File: config.mk
export PLATFORM = sky130hd
export DESIGN_NAME = io_regfile_flat
export DESIGN_NICKNAME = d
export VERILOG_FILES = /design/src/rtl/io_regfile_pkg.sv /design/src/rtl/io_regfile_if.sv /design/src/rtl/io_regfile_input_capture.sv /design/src/rtl/io_regfile.sv /design/src/flat_wrapper.sv
export SDC_FILE = /design/constraint.sdc
export NUM_CORES = 2
export LEC_CHECK = 0
export ABC_AREA = 1
export BUFFER_PORTS_ARGS = -buffer_cell sky130_fd_sc_hd__buf_2
export CAP_MARGIN = 5
export CORE_MARGIN = 10
export CORE_UTILIZATION = 30
export CTS_CLUSTER_DIAMETER = 60
export CTS_CLUSTER_SIZE = 16
export DETAILED_ROUTE_END_ITERATION = 10
export GPL_TIMING_DRIVEN = 0
export PLACE_DENSITY = 0.5
export SYNTH_ARGS = -nofsm -noshare
export SYNTH_HDL_FRONTEND = slang
export SYNTH_SLANG_ARGS = --single-unit
File: constraint.sdc
create_clock -name clock -period 2.3 [get_ports clock]
set_clock_uncertainty 0.05 [all_clocks]
set_input_delay 0.23 -clock clock [delete_from_list [all_inputs] [get_ports clock]]
set_output_delay 0.23 -clock clock [all_outputs]
set_load 0.02 [all_outputs]
File: src/rtl/io_regfile_pkg.sv
`default_nettype none
// ============================================================================
// Module   : regfile_pkg
// Purpose  : Shared defaults, input-mode encodings and the range-overlap
//            helper used by the memory-mapped register file.
// Revision : 1.0 - initial release
// ============================================================================
package regfile_pkg;

  localparam int DATA_W_DEFAULT   = 32;
  localparam int ADDR_W_DEFAULT   = 5;
  localparam int NUM_IN_DEFAULT   = 4;
  localparam int IN_BASE_DEFAULT  = 1;
  localparam int NUM_OUT_DEFAULT  = 4;
  localparam int OUT_BASE_DEFAULT = 11;

  // Input channel capture modes
  localparam int LEVEL  = 0;
  localparam int STICKY = 1;

  localparam int IN_MODE_DEFAULT = LEVEL;

  // True when [a_base, a_base+a_num) and [b_base, b_base+b_num) share an address
  function automatic bit ranges_overlap(int a_base, int a_num, int b_base, int b_num);
    return (a_base < b_base + b_num) && (b_base < a_base + a_num);
  endfunction

endpackage
`default_nettype wire

File: src/rtl/io_regfile_if.sv
`default_nettype none
// ============================================================================
// Module   : io_regfile_if
// Purpose  : CPU-side bus of the register file: one write port and two
//            combinational read ports.
// Revision : 1.0 - initial release
// ============================================================================
interface io_regfile_if #(
  parameter int DATA_W = regfile_pkg::DATA_W_DEFAULT,
  parameter int ADDR_W = regfile_pkg::ADDR_W_DEFAULT
);

  logic              ctrl_writeEnable;
  logic [ADDR_W-1:0] ctrl_writeReg;
  logic [DATA_W-1:0] data_writeReg;
  logic [ADDR_W-1:0] ctrl_readRegA;
  logic [ADDR_W-1:0] ctrl_readRegB;
  logic [DATA_W-1:0] data_readRegA;
  logic [DATA_W-1:0] data_readRegB;

  modport master (
    output ctrl_writeEnable, ctrl_writeReg, data_writeReg,
    output ctrl_readRegA, ctrl_readRegB,
    input  data_readRegA, data_readRegB
  );

  modport slave (
    input  ctrl_writeEnable, ctrl_writeReg, data_writeReg,
    input  ctrl_readRegA, ctrl_readRegB,
    output data_readRegA, data_readRegB
  );

endinterface
`default_nettype wire

File: src/rtl/io_regfile_input_capture.sv
`default_nettype none
// ============================================================================
// Module   : input_capture
// Purpose  : One input channel: two-flop synchroniser plus, in sticky mode,
//            edge history, sticky bit and write-1-to-clear logic.
// Revision : 1.0 - initial release
// ============================================================================
module input_capture import regfile_pkg::*; #(
  parameter int IN_MODE = IN_MODE_DEFAULT
) (
  input  wire logic clock,
  input  wire logic ctrl_reset_n,
  input  wire logic async_in,
  input  wire logic clear,
  output logic      value,
  output logic      pending
);

  logic sync_meta;
  logic sync_q;

  // Two-flop synchroniser for the asynchronous pin
  always_ff @(posedge clock or negedge ctrl_reset_n) begin
    if (!ctrl_reset_n) begin
      sync_meta <= 1'b0;
      sync_q    <= 1'b0;
    end else begin
      sync_meta <= async_in;
      sync_q    <= sync_meta;
    end
  end

  if (IN_MODE == STICKY) begin : g_sticky
    // live_* track how long since reset release; hist_live marks that the
    // history flop holds a genuine pin sample rather than a reset value, so
    // a pin held high through reset release is not mistaken for an edge.
    logic live_meta;
    logic live_sync;
    logic hist;
    logic hist_live;
    logic sticky;
    logic rise;

    assign rise = sync_q & ~hist & hist_live;

    // Edge history, validity pipeline and sticky bit (set beats clear)
    always_ff @(posedge clock or negedge ctrl_reset_n) begin
      if (!ctrl_reset_n) begin
        live_meta <= 1'b0;
        live_sync <= 1'b0;
        hist      <= 1'b0;
        hist_live <= 1'b0;
        sticky    <= 1'b0;
      end else begin
        live_meta <= 1'b1;
        live_sync <= live_meta;
        hist      <= sync_q;
        hist_live <= live_sync;
        if (rise) begin
          sticky <= 1'b1;
        end else if (clear) begin
          sticky <= 1'b0;
        end
      end
    end

    assign value   = sticky;
    assign pending = sticky;
  end else begin : g_level
    logic unused_clear;
    assign unused_clear = clear;
    assign value        = sync_q;
    assign pending      = 1'b0;
  end

endmodule
`default_nettype wire

File: src/rtl/io_regfile.sv
`default_nettype none
// ============================================================================
// Module   : io_regfile
// Purpose  : Two-read/one-write register file with input-mapped channels
//            (level or sticky) and flop-driven output registers.
// Revision : 1.0 - initial release
// ============================================================================
module io_regfile import regfile_pkg::*; #(
  parameter int DATA_W   = DATA_W_DEFAULT,
  parameter int ADDR_W   = ADDR_W_DEFAULT,
  parameter int NUM_IN   = NUM_IN_DEFAULT,
  parameter int IN_BASE  = IN_BASE_DEFAULT,
  parameter int NUM_OUT  = NUM_OUT_DEFAULT,
  parameter int OUT_BASE = OUT_BASE_DEFAULT,
  parameter int IN_MODE  = IN_MODE_DEFAULT
) (
  input  wire logic                      clock,
  input  wire logic                      ctrl_reset_n,
  io_regfile_if.slave                    bus,
  input  wire logic [NUM_IN-1:0]         io_in,
  output logic      [NUM_OUT*DATA_W-1:0] io_out,
  output logic                           io_event
);

  localparam int DEPTH = 2 ** ADDR_W;

  if (IN_BASE <= 0 || OUT_BASE <= 0 || NUM_IN < 1 || NUM_OUT < 1 ||
      IN_BASE + NUM_IN > DEPTH || OUT_BASE + NUM_OUT > DEPTH ||
      ranges_overlap(IN_BASE, NUM_IN, OUT_BASE, NUM_OUT) ||
      (IN_MODE != LEVEL && IN_MODE != STICKY)) begin : g_bad_params
    $error("io_regfile: illegal address map or input mode");
  end

  logic [DATA_W-1:0] mem [DEPTH];
  logic [NUM_IN-1:0] cap_value;
  logic [NUM_IN-1:0] cap_pending;
  logic [NUM_IN-1:0] cap_clear;
  logic              write_ok;

  function automatic logic is_input(logic [ADDR_W-1:0] a);
    return (int'(a) >= IN_BASE) && (int'(a) < IN_BASE + NUM_IN);
  endfunction

  assign write_ok = bus.ctrl_writeEnable && (bus.ctrl_writeReg != '0) &&
                    !is_input(bus.ctrl_writeReg);

  // General and output register storage; input addresses are never stored
  always_ff @(posedge clock or negedge ctrl_reset_n) begin
    if (!ctrl_reset_n) begin
      for (int k = 0; k < DEPTH; k++) begin
        mem[k] <= '0;
      end
    end else if (write_ok) begin
      mem[bus.ctrl_writeReg] <= bus.data_writeReg;
    end
  end

  for (genvar i = 0; i < NUM_IN; i++) begin : g_in
    assign cap_clear[i] = (IN_MODE == STICKY) && bus.ctrl_writeEnable &&
                          (int'(bus.ctrl_writeReg) == IN_BASE + i) &&
                          bus.data_writeReg[0];

    input_capture #(
      .IN_MODE (IN_MODE)
    ) u_cap (
      .clock        (clock),
      .ctrl_reset_n (ctrl_reset_n),
      .async_in     (io_in[i]),
      .clear        (cap_clear[i]),
      .value        (cap_value[i]),
      .pending      (cap_pending[i])
    );
  end

  for (genvar j = 0; j < NUM_OUT; j++) begin : g_out
    assign io_out[j*DATA_W +: DATA_W] = mem[OUT_BASE + j];
  end

  assign io_event = |cap_pending;

  // Stored value, bypassed by a same-cycle write except on input addresses
  function automatic logic [DATA_W-1:0] read_port(logic [ADDR_W-1:0] a);
    logic [DATA_W-1:0] r;
    r = mem[a];
    if (bus.ctrl_writeEnable && (bus.ctrl_writeReg == a)) begin
      r = bus.data_writeReg;
    end
    for (int i = 0; i < NUM_IN; i++) begin
      if (int'(a) == IN_BASE + i) begin
        r    = '0;
        r[0] = cap_value[i];
      end
    end
    if (a == '0) begin
      r = '0;
    end
    return r;
  endfunction

  // Combinational read ports
  always_comb begin
    bus.data_readRegA = read_port(bus.ctrl_readRegA);
    bus.data_readRegB = read_port(bus.ctrl_readRegB);
  end

endmodule
`default_nettype wire

File: src/flat_wrapper.sv
// flat-port wrapper written by rule: the top's interface ports become plain ports
module io_regfile_flat import regfile_pkg::*;
#(
  parameter int DATA_W   = DATA_W_DEFAULT,
  parameter int ADDR_W   = ADDR_W_DEFAULT,
  parameter int NUM_IN   = NUM_IN_DEFAULT,
  parameter int IN_BASE  = IN_BASE_DEFAULT,
  parameter int NUM_OUT  = NUM_OUT_DEFAULT,
  parameter int OUT_BASE = OUT_BASE_DEFAULT,
  parameter int IN_MODE  = IN_MODE_DEFAULT
)
  (clock, ctrl_reset_n, io_in, io_out, io_event, bus_ctrl_writeEnable, bus_ctrl_writeReg, bus_data_writeReg, bus_ctrl_readRegA, bus_ctrl_readRegB, bus_data_readRegA, bus_data_readRegB);
  io_regfile_if #(.DATA_W(DATA_W), .ADDR_W(ADDR_W)) bus_i ();
  input  wire logic clock;
  input  wire logic ctrl_reset_n;
  input  wire logic [NUM_IN-1:0] io_in;
  output logic      [NUM_OUT*DATA_W-1:0] io_out;
  output logic io_event;
  input wire logic [$bits(bus_i.ctrl_writeEnable)-1:0] bus_ctrl_writeEnable;
  input wire logic [$bits(bus_i.ctrl_writeReg)-1:0] bus_ctrl_writeReg;
  input wire logic [$bits(bus_i.data_writeReg)-1:0] bus_data_writeReg;
  input wire logic [$bits(bus_i.ctrl_readRegA)-1:0] bus_ctrl_readRegA;
  input wire logic [$bits(bus_i.ctrl_readRegB)-1:0] bus_ctrl_readRegB;
  output wire logic [$bits(bus_i.data_readRegA)-1:0] bus_data_readRegA;
  output wire logic [$bits(bus_i.data_readRegB)-1:0] bus_data_readRegB;
  assign bus_i.ctrl_writeEnable = bus_ctrl_writeEnable;
  assign bus_i.ctrl_writeReg = bus_ctrl_writeReg;
  assign bus_i.data_writeReg = bus_data_writeReg;
  assign bus_i.ctrl_readRegA = bus_ctrl_readRegA;
  assign bus_i.ctrl_readRegB = bus_ctrl_readRegB;
  assign bus_data_readRegA = bus_i.data_readRegA;
  assign bus_data_readRegB = bus_i.data_readRegB;
  io_regfile #(.DATA_W(DATA_W), .ADDR_W(ADDR_W), .NUM_IN(NUM_IN), .IN_BASE(IN_BASE), .NUM_OUT(NUM_OUT), .OUT_BASE(OUT_BASE), .IN_MODE(IN_MODE)) u_core (.clock(clock), .ctrl_reset_n(ctrl_reset_n), .bus(bus_i), .io_in(io_in), .io_out(io_out), .io_event(io_event));
endmodule
; Yosys cells after proc, flatten, opt, wreduce, memory -nomap -nowiden
; Index checks and enable logic that the tools add are counted.
[totals]
register_bits = 1032
inputBits = 54
output_inout_bits = 193
wordCells = 90
[op_classes]
magnitude_cmp = 6
n_eq_ne = 10
n_mux = 21
bitwise_logic = 3
reduce_logical = 10
[op_table]
columns = op, count
row1 = $bwmux W1024, 1
row2 = $mux W32, 17
row3 = $bmux W32 S5, 2
row4 = $demux W32 S5, 1
row5 = $eq A5 B3 Y1 const B, 4
row6 = $ge A6 B6 Y1 const B, 3
row7 = $not A5 Y6, 3
row8 = $eq A5 B2 Y1 const B, 2
row9 = $eq A5 B4 Y1 const B, 2
row10 = $eq A5 B5 Y1, 2
row11 = $logic_not A5 Y1, 2
row12 = $logic_and A1 B1 Y1, 6
row13 = $lt A6 B1 Y1 const B, 1
row14 = $ge A5 B1 Y1 const B, 1
row15 = $lt A5 B3 Y1 const B, 1
row16 = $reduce_bool A5 Y1, 1
row17 = $logic_not A1 Y1, 1

; Longest topological paths before layout
[logic_depth]
ltp_word = 10
depth_mapped = 16
ltp_nobuf = 15

; Cells and area by module
; Synthesis repeated with hierarchy kept, for this count alone.
[hier_totals]
hier_cells = 6761
hier_area_um2 = 53433.7
[modules_own_cells]
columns = mod, instances, cells_per_inst, area_per_inst_um2, seq_area_each_um2
row1 = io_regfile, 1, 6745, 53188.5, 25624.6
row2 = input_capture, 4, 4, 61.3, 50.0

; Worst setup path before layout
; OpenSTA, ideal clock, no wires.
[synth_timing]
path_type = input-to-output
start = input port bus_ctrl_readRegA[0]
end = output port bus_data_readRegA[18]
arrival_time_ps = 1776
required_time_ps = 2020
path_slack_ps = 244
stages = 11
path_buffers = 4
cell_sequence = buf_4 > buf_4 > nor2_4 > buf_4 > buf_4 > nand2_1 > a41oi_1 > nor2_1 > nand3_1 > nand3_1 > a21oi_1
[synth_between]
elab_chain_len = 10
word_cells_on_any_way = 17
cone_classes = eq/ne (5) / mux (9) / bitwise (1) / reduce/logical (2)
[synth_rtl]
columns = item, line_no
row1 = start: declaration, flat_wrapper.sv:22  ; input wire logic [$bits(bus_i.ctrl_readRegA)-1:0] bus_ctrl_readRegA;
row2 = $not A5 Y6 (not written as such), io_regfile.sv:84  ; r = mem[a];
row3 = $bmux W32 S5, io_regfile.sv:84
row4 = $mux W32 (not written as such) (2 in a row), io_regfile.sv:84
row5 = $mux W32, io_regfile.sv:85  ; if (bus.ctrl_writeEnable && (bus.ctrl_writeReg == a)) begin
row6 = $mux W32 (4 in a row), io_regfile.sv:89  ; if (int'(a) == IN_BASE + i) begin
row7 = $mux W32 *, io_regfile.sv:94  ; if (a == '0) begin
row8 = end: declaration, flat_wrapper.sv:24  ; output wire logic [$bits(bus_i.data_readRegA)-1:0] bus_data_readRegA;
; Every way passes the cells marked *; elsewhere a longest branch is shown, timed or not. The select of a mux whose other input is x is not followed.

; Worst setup path after layout
[layout_timing]
start = input port bus_ctrl_readRegA[2]
end = output port bus_data_readRegA[18]
; Same word-level chain as after synthesis.

==> parameters.txt <==
Parameter                              Value

Clock network
  Clk slew on worst S/H paths ... 0.06 ns
  Cell chosen for the clock root ... clkbuf_16
  CTS tree ... built
  Clk buf depth ... 3
  CTS HTree Levels ... 4
  Count of clock tree sinks ... ~1.0k
  Later-pin clock latency in the skew report ... 0.85 ns
  TritonCTS Buffers ... about 140

Route
  First-pass detailed-route iteration total ... 8
  DRT Wirelength ... 487 mm
  Initial DRC count ... around 12k
  DRT antenna net count ... 0
  Routed length per placed instance ... 49.0 microns
  DR DRC count ... 0
  Routed via count ... about 64k
  Via/cell ratio ... roughly 6.5

Critical path
  CP Class ... in2out
  Data arrival time of the critical path ... 3.19 ns
  Number of buffers and inverters on the critical path ... 3
  Kind of start point of the critical path ... input port
  Slowest library cell on the worst path ... o211ai_1
  Largest stage delay on the critical path ... 0.95 ns
  Data required time of the critical path ... 2.02 ns
  Setup crit end kind ... output port
  Crit path cell chain ... buf_4 -> clkbuf_2 -> nor3_4 -> o211ai_1 -> nand3_1 -> a21oi_2 -> buf_6
  Internal reg-to-reg setup slack ... 1.04 ns
  Crit-path leading delay family ... buffers and inverters
  CP Max Fanout ... 10

Timing
  Setup violators final ... 131
  Part of the cycle the worst path needs ... 1.51
  Setup repair after global routing missed its margin ... yes
  Number of hold violations in the final report ... 0
  Upper clock frequency limit ... slightly below 300 MHz
  Post-layout min period ... approximately 3.5 ns
  Hold slack ... 0.0361 ns
  Actual transition at the worst max-transition pin ... 1.59 ns
  Pins over their slew limit ... 34
  Normalized max-slew margin ... -0.0586
  Minimum setup slack in the final design ... -1.17 ns

Layout
  Share of final-layout standard cells stronger than drive strength 1 ... 0.263
  Post-route cell area ... around 0.072 sq mm
  Most frequent standard cell in the layout excluding fill and tap cells ... nand2_1
  Area overhead of the layout relative to synthesis ... 34.6%
  Highest-count cells in the layout ignoring fill and taps ... 1,294 x nand2_1, 1,012 x dfrtp_1, 848 x o21ai_0, 676 x inv_1, 503 x o22ai_1
  Number of nets in the final layout ... 7,468
  Core Util, Final ... 0.406

Floorplanning
  Count of standard-cell rows ... 155
  Area of the core ... 0.178 sq mm
  Effective utilization at floorplan ... 0.302
  Die area ... 0.197 sq mm
  Width of the die ... 443 microns
  Ports placed on the boundary ... 247
  Die height ... between 400 and 500 microns

Placed design
  IO Port Bufs ... between 200 and 250
  Post-placement worst setup slack ... -2.73 ns
  Total placed instance area ... 0.0589 sq mm
  Final GP Congestion ... around 1.1
  Half-perimeter wire length after detailed placement ... 352 mm

Synthesis
  YS warnings ... 0
  Post-synthesis average cell area ... 7.84 sq um
  Synth cell types ... 44
  Dominant register cell in the synthesized netlist ... dfrtp_1
  Share of synthesized registers carrying an async set or reset ... 1.00
  Mapped Nets ... 6,919
  Portion of the post-synthesis area used by sequential elements ... 0.480
  Synthesized instance count ... 6,865
  Post-synthesis cell area ... 0.0538 sq mm
  #FFs+latches synth ... 1,032
  Number of flops mapped to enable cells by yosys ... 0

Power and ir drop
  Leak pwr ... 31.0 nW
  Internal power ... 41.9 mW
  Sequential share of power ... 0.351
  IR Drop Worst-Case VDD ... around 0.00063 V
  Relative contribution of the clock network to total power ... 0.352
  Net switching fraction of the power ... 0.388
  Combinational share of power ... 0.297
  Net switching power of the design ... 26.6 mW
  Total power density per cell area ... 945 mW/mm^2

Global route
  Vias in the first global route ... roughly 59k
  Pin count of the biggest net entering global routing ... 142
  Wire length of the first global-routing pass ... 616 mm
  Aggregate global routing overflow ... 0
  Gr usage total ... 0.475
  Antenna violations before repair ... 86

Run
  Max-cap violations ... 6

Run status
  Status ... finished, violations left
  Violations in the final reports ... max-capacitance violations, max-slew violations, negative setup slack

Hold path
  Class of the most critical hold timing path ... in2async
worst min-delay path, delay by kind of cell:
family	cells	cell delay (ns)
buf+inv	3	1.18
path summary, 6_finish.rpt:
check	cells past startpoint	to	start
min in group clock	3	u_core.mem[11]	bus_data_writeReg[11]
worst min register to register	0	u_core.g_in[0].u_cap.value	u_core.g_in[0].u_cap.sync_meta
worst max-delay path	7	bus_data_readRegA[18]	bus_ctrl_readRegA[2]
worst max register to register	2	u_core.mem[128]	u_core.mem[128]
max in group asynchronous	4	u_core.io_out[2]	ctrl_reset_n
worst min-delay path	3	u_core.mem[314]	ctrl_reset_n
cells in the mapped netlist, drive strengths merged, types with 4 or more instances:
library cell / instances / area [sq um]
a211oi: 7 / 52.6
a21oi: 331 / 1660
a221oi: 92 / 806
a22o: 5 / 43.8
a22oi: 55 / 413
a31oi: 11 / 68.8
a41oi: 6 / 52.6
and3: 16 / 100
buf: 350 / 2120
clkbuf: 503 / 1890
clkinv: 10 / 37.5
dfrtp: 1032 / 25800
inv: 828 / 3110
nand2: 1409 / 5300
nand3: 109 / 546
nand3b: 4 / 30.0
nand4: 39 / 244
nor2: 272 / 1070
nor3: 27 / 135
o2111ai: 52 / 455
o211ai: 58 / 435
o21a: 37 / 278
o21ai: 915 / 4580
o22ai: 600 / 3750
o311ai: 47 / 412
o31ai: 42 / 315
power groups by stage:
stage                     clock (mW)  combinational (mW)  sequential, mW
after floorplan                    0                8.60            23.2
after global placement             0                16.0            24.0
after detailed placement           0                16.3            24.0
after CTS                       23.9                18.7            23.8
after global routing            24.5                20.7            24.3
final                           24.1                20.4            24.0
kinds of logic after synthesis:
| family | Yosys count | share of synthesized area |
|---|---|---|
| xor+xnor | 1 | 0.000163 |
| buf+inv | 1691 | 0.133 |
| simple gates | 1877 | 0.138 |
| other cells | 1 | 0.0000697 |
| flops | 1032 | 0.480 |
| compound gates | 2263 | 0.248 |
per-layer routing:
layer | up-vias | wire length (microns) | global-route usage
met5 | - | 208 | 0.00317
met4 | 22 | 51800 | 0.413
met3 | 1809 | 66400 | 0.205
met2 | 5934 | 192000 | 0.649
met1 | 32500 | 177000 | 0.564
li1 | 24100 | - | -
through the flow:
step,setup TNS (ns),instances,total power [mW]
after global placement,-,9439,40.1
after CTS,-35.99,9847,66.3
after global routing,-35.99,9890,69.5
after detailed placement,-692.20,9487,40.2
after floorplan,0,6865,31.8
final,-43.87,9941,68.4
repair_timing:
| item | CTS | global route |
|---|---|---|
| endpoints found under the setup margin | 243 | 244 |
| hold endpoints to repair | 157 | 0 |
| setup buffers | 85 | 37 |
| hold buffers | 22 | 0 |
| pin swaps | 312 | 254 |
| resized for setup | 1623 | 391 |
sequential cells by signal, indices dropped and copies added, names as in the netlist:
register and count:
u_core.g_in.u_cap.value 4, u_core.io_out 128, u_core.g_in.u_cap.sync_meta 4, u_core.mem 896
layout make-up:
cell class	count	area, sq um
multi-input combinational	4142	25500
fill	18200	106000
clock inverter	81	945
buffer	851	6060
antenna	59	148
tap	2355	2950
inverter	838	3260
sequential	1032	25800
clock buffer	173	3940
timing repair buffer	410	3750
Power figures use the tool's default switching activity.
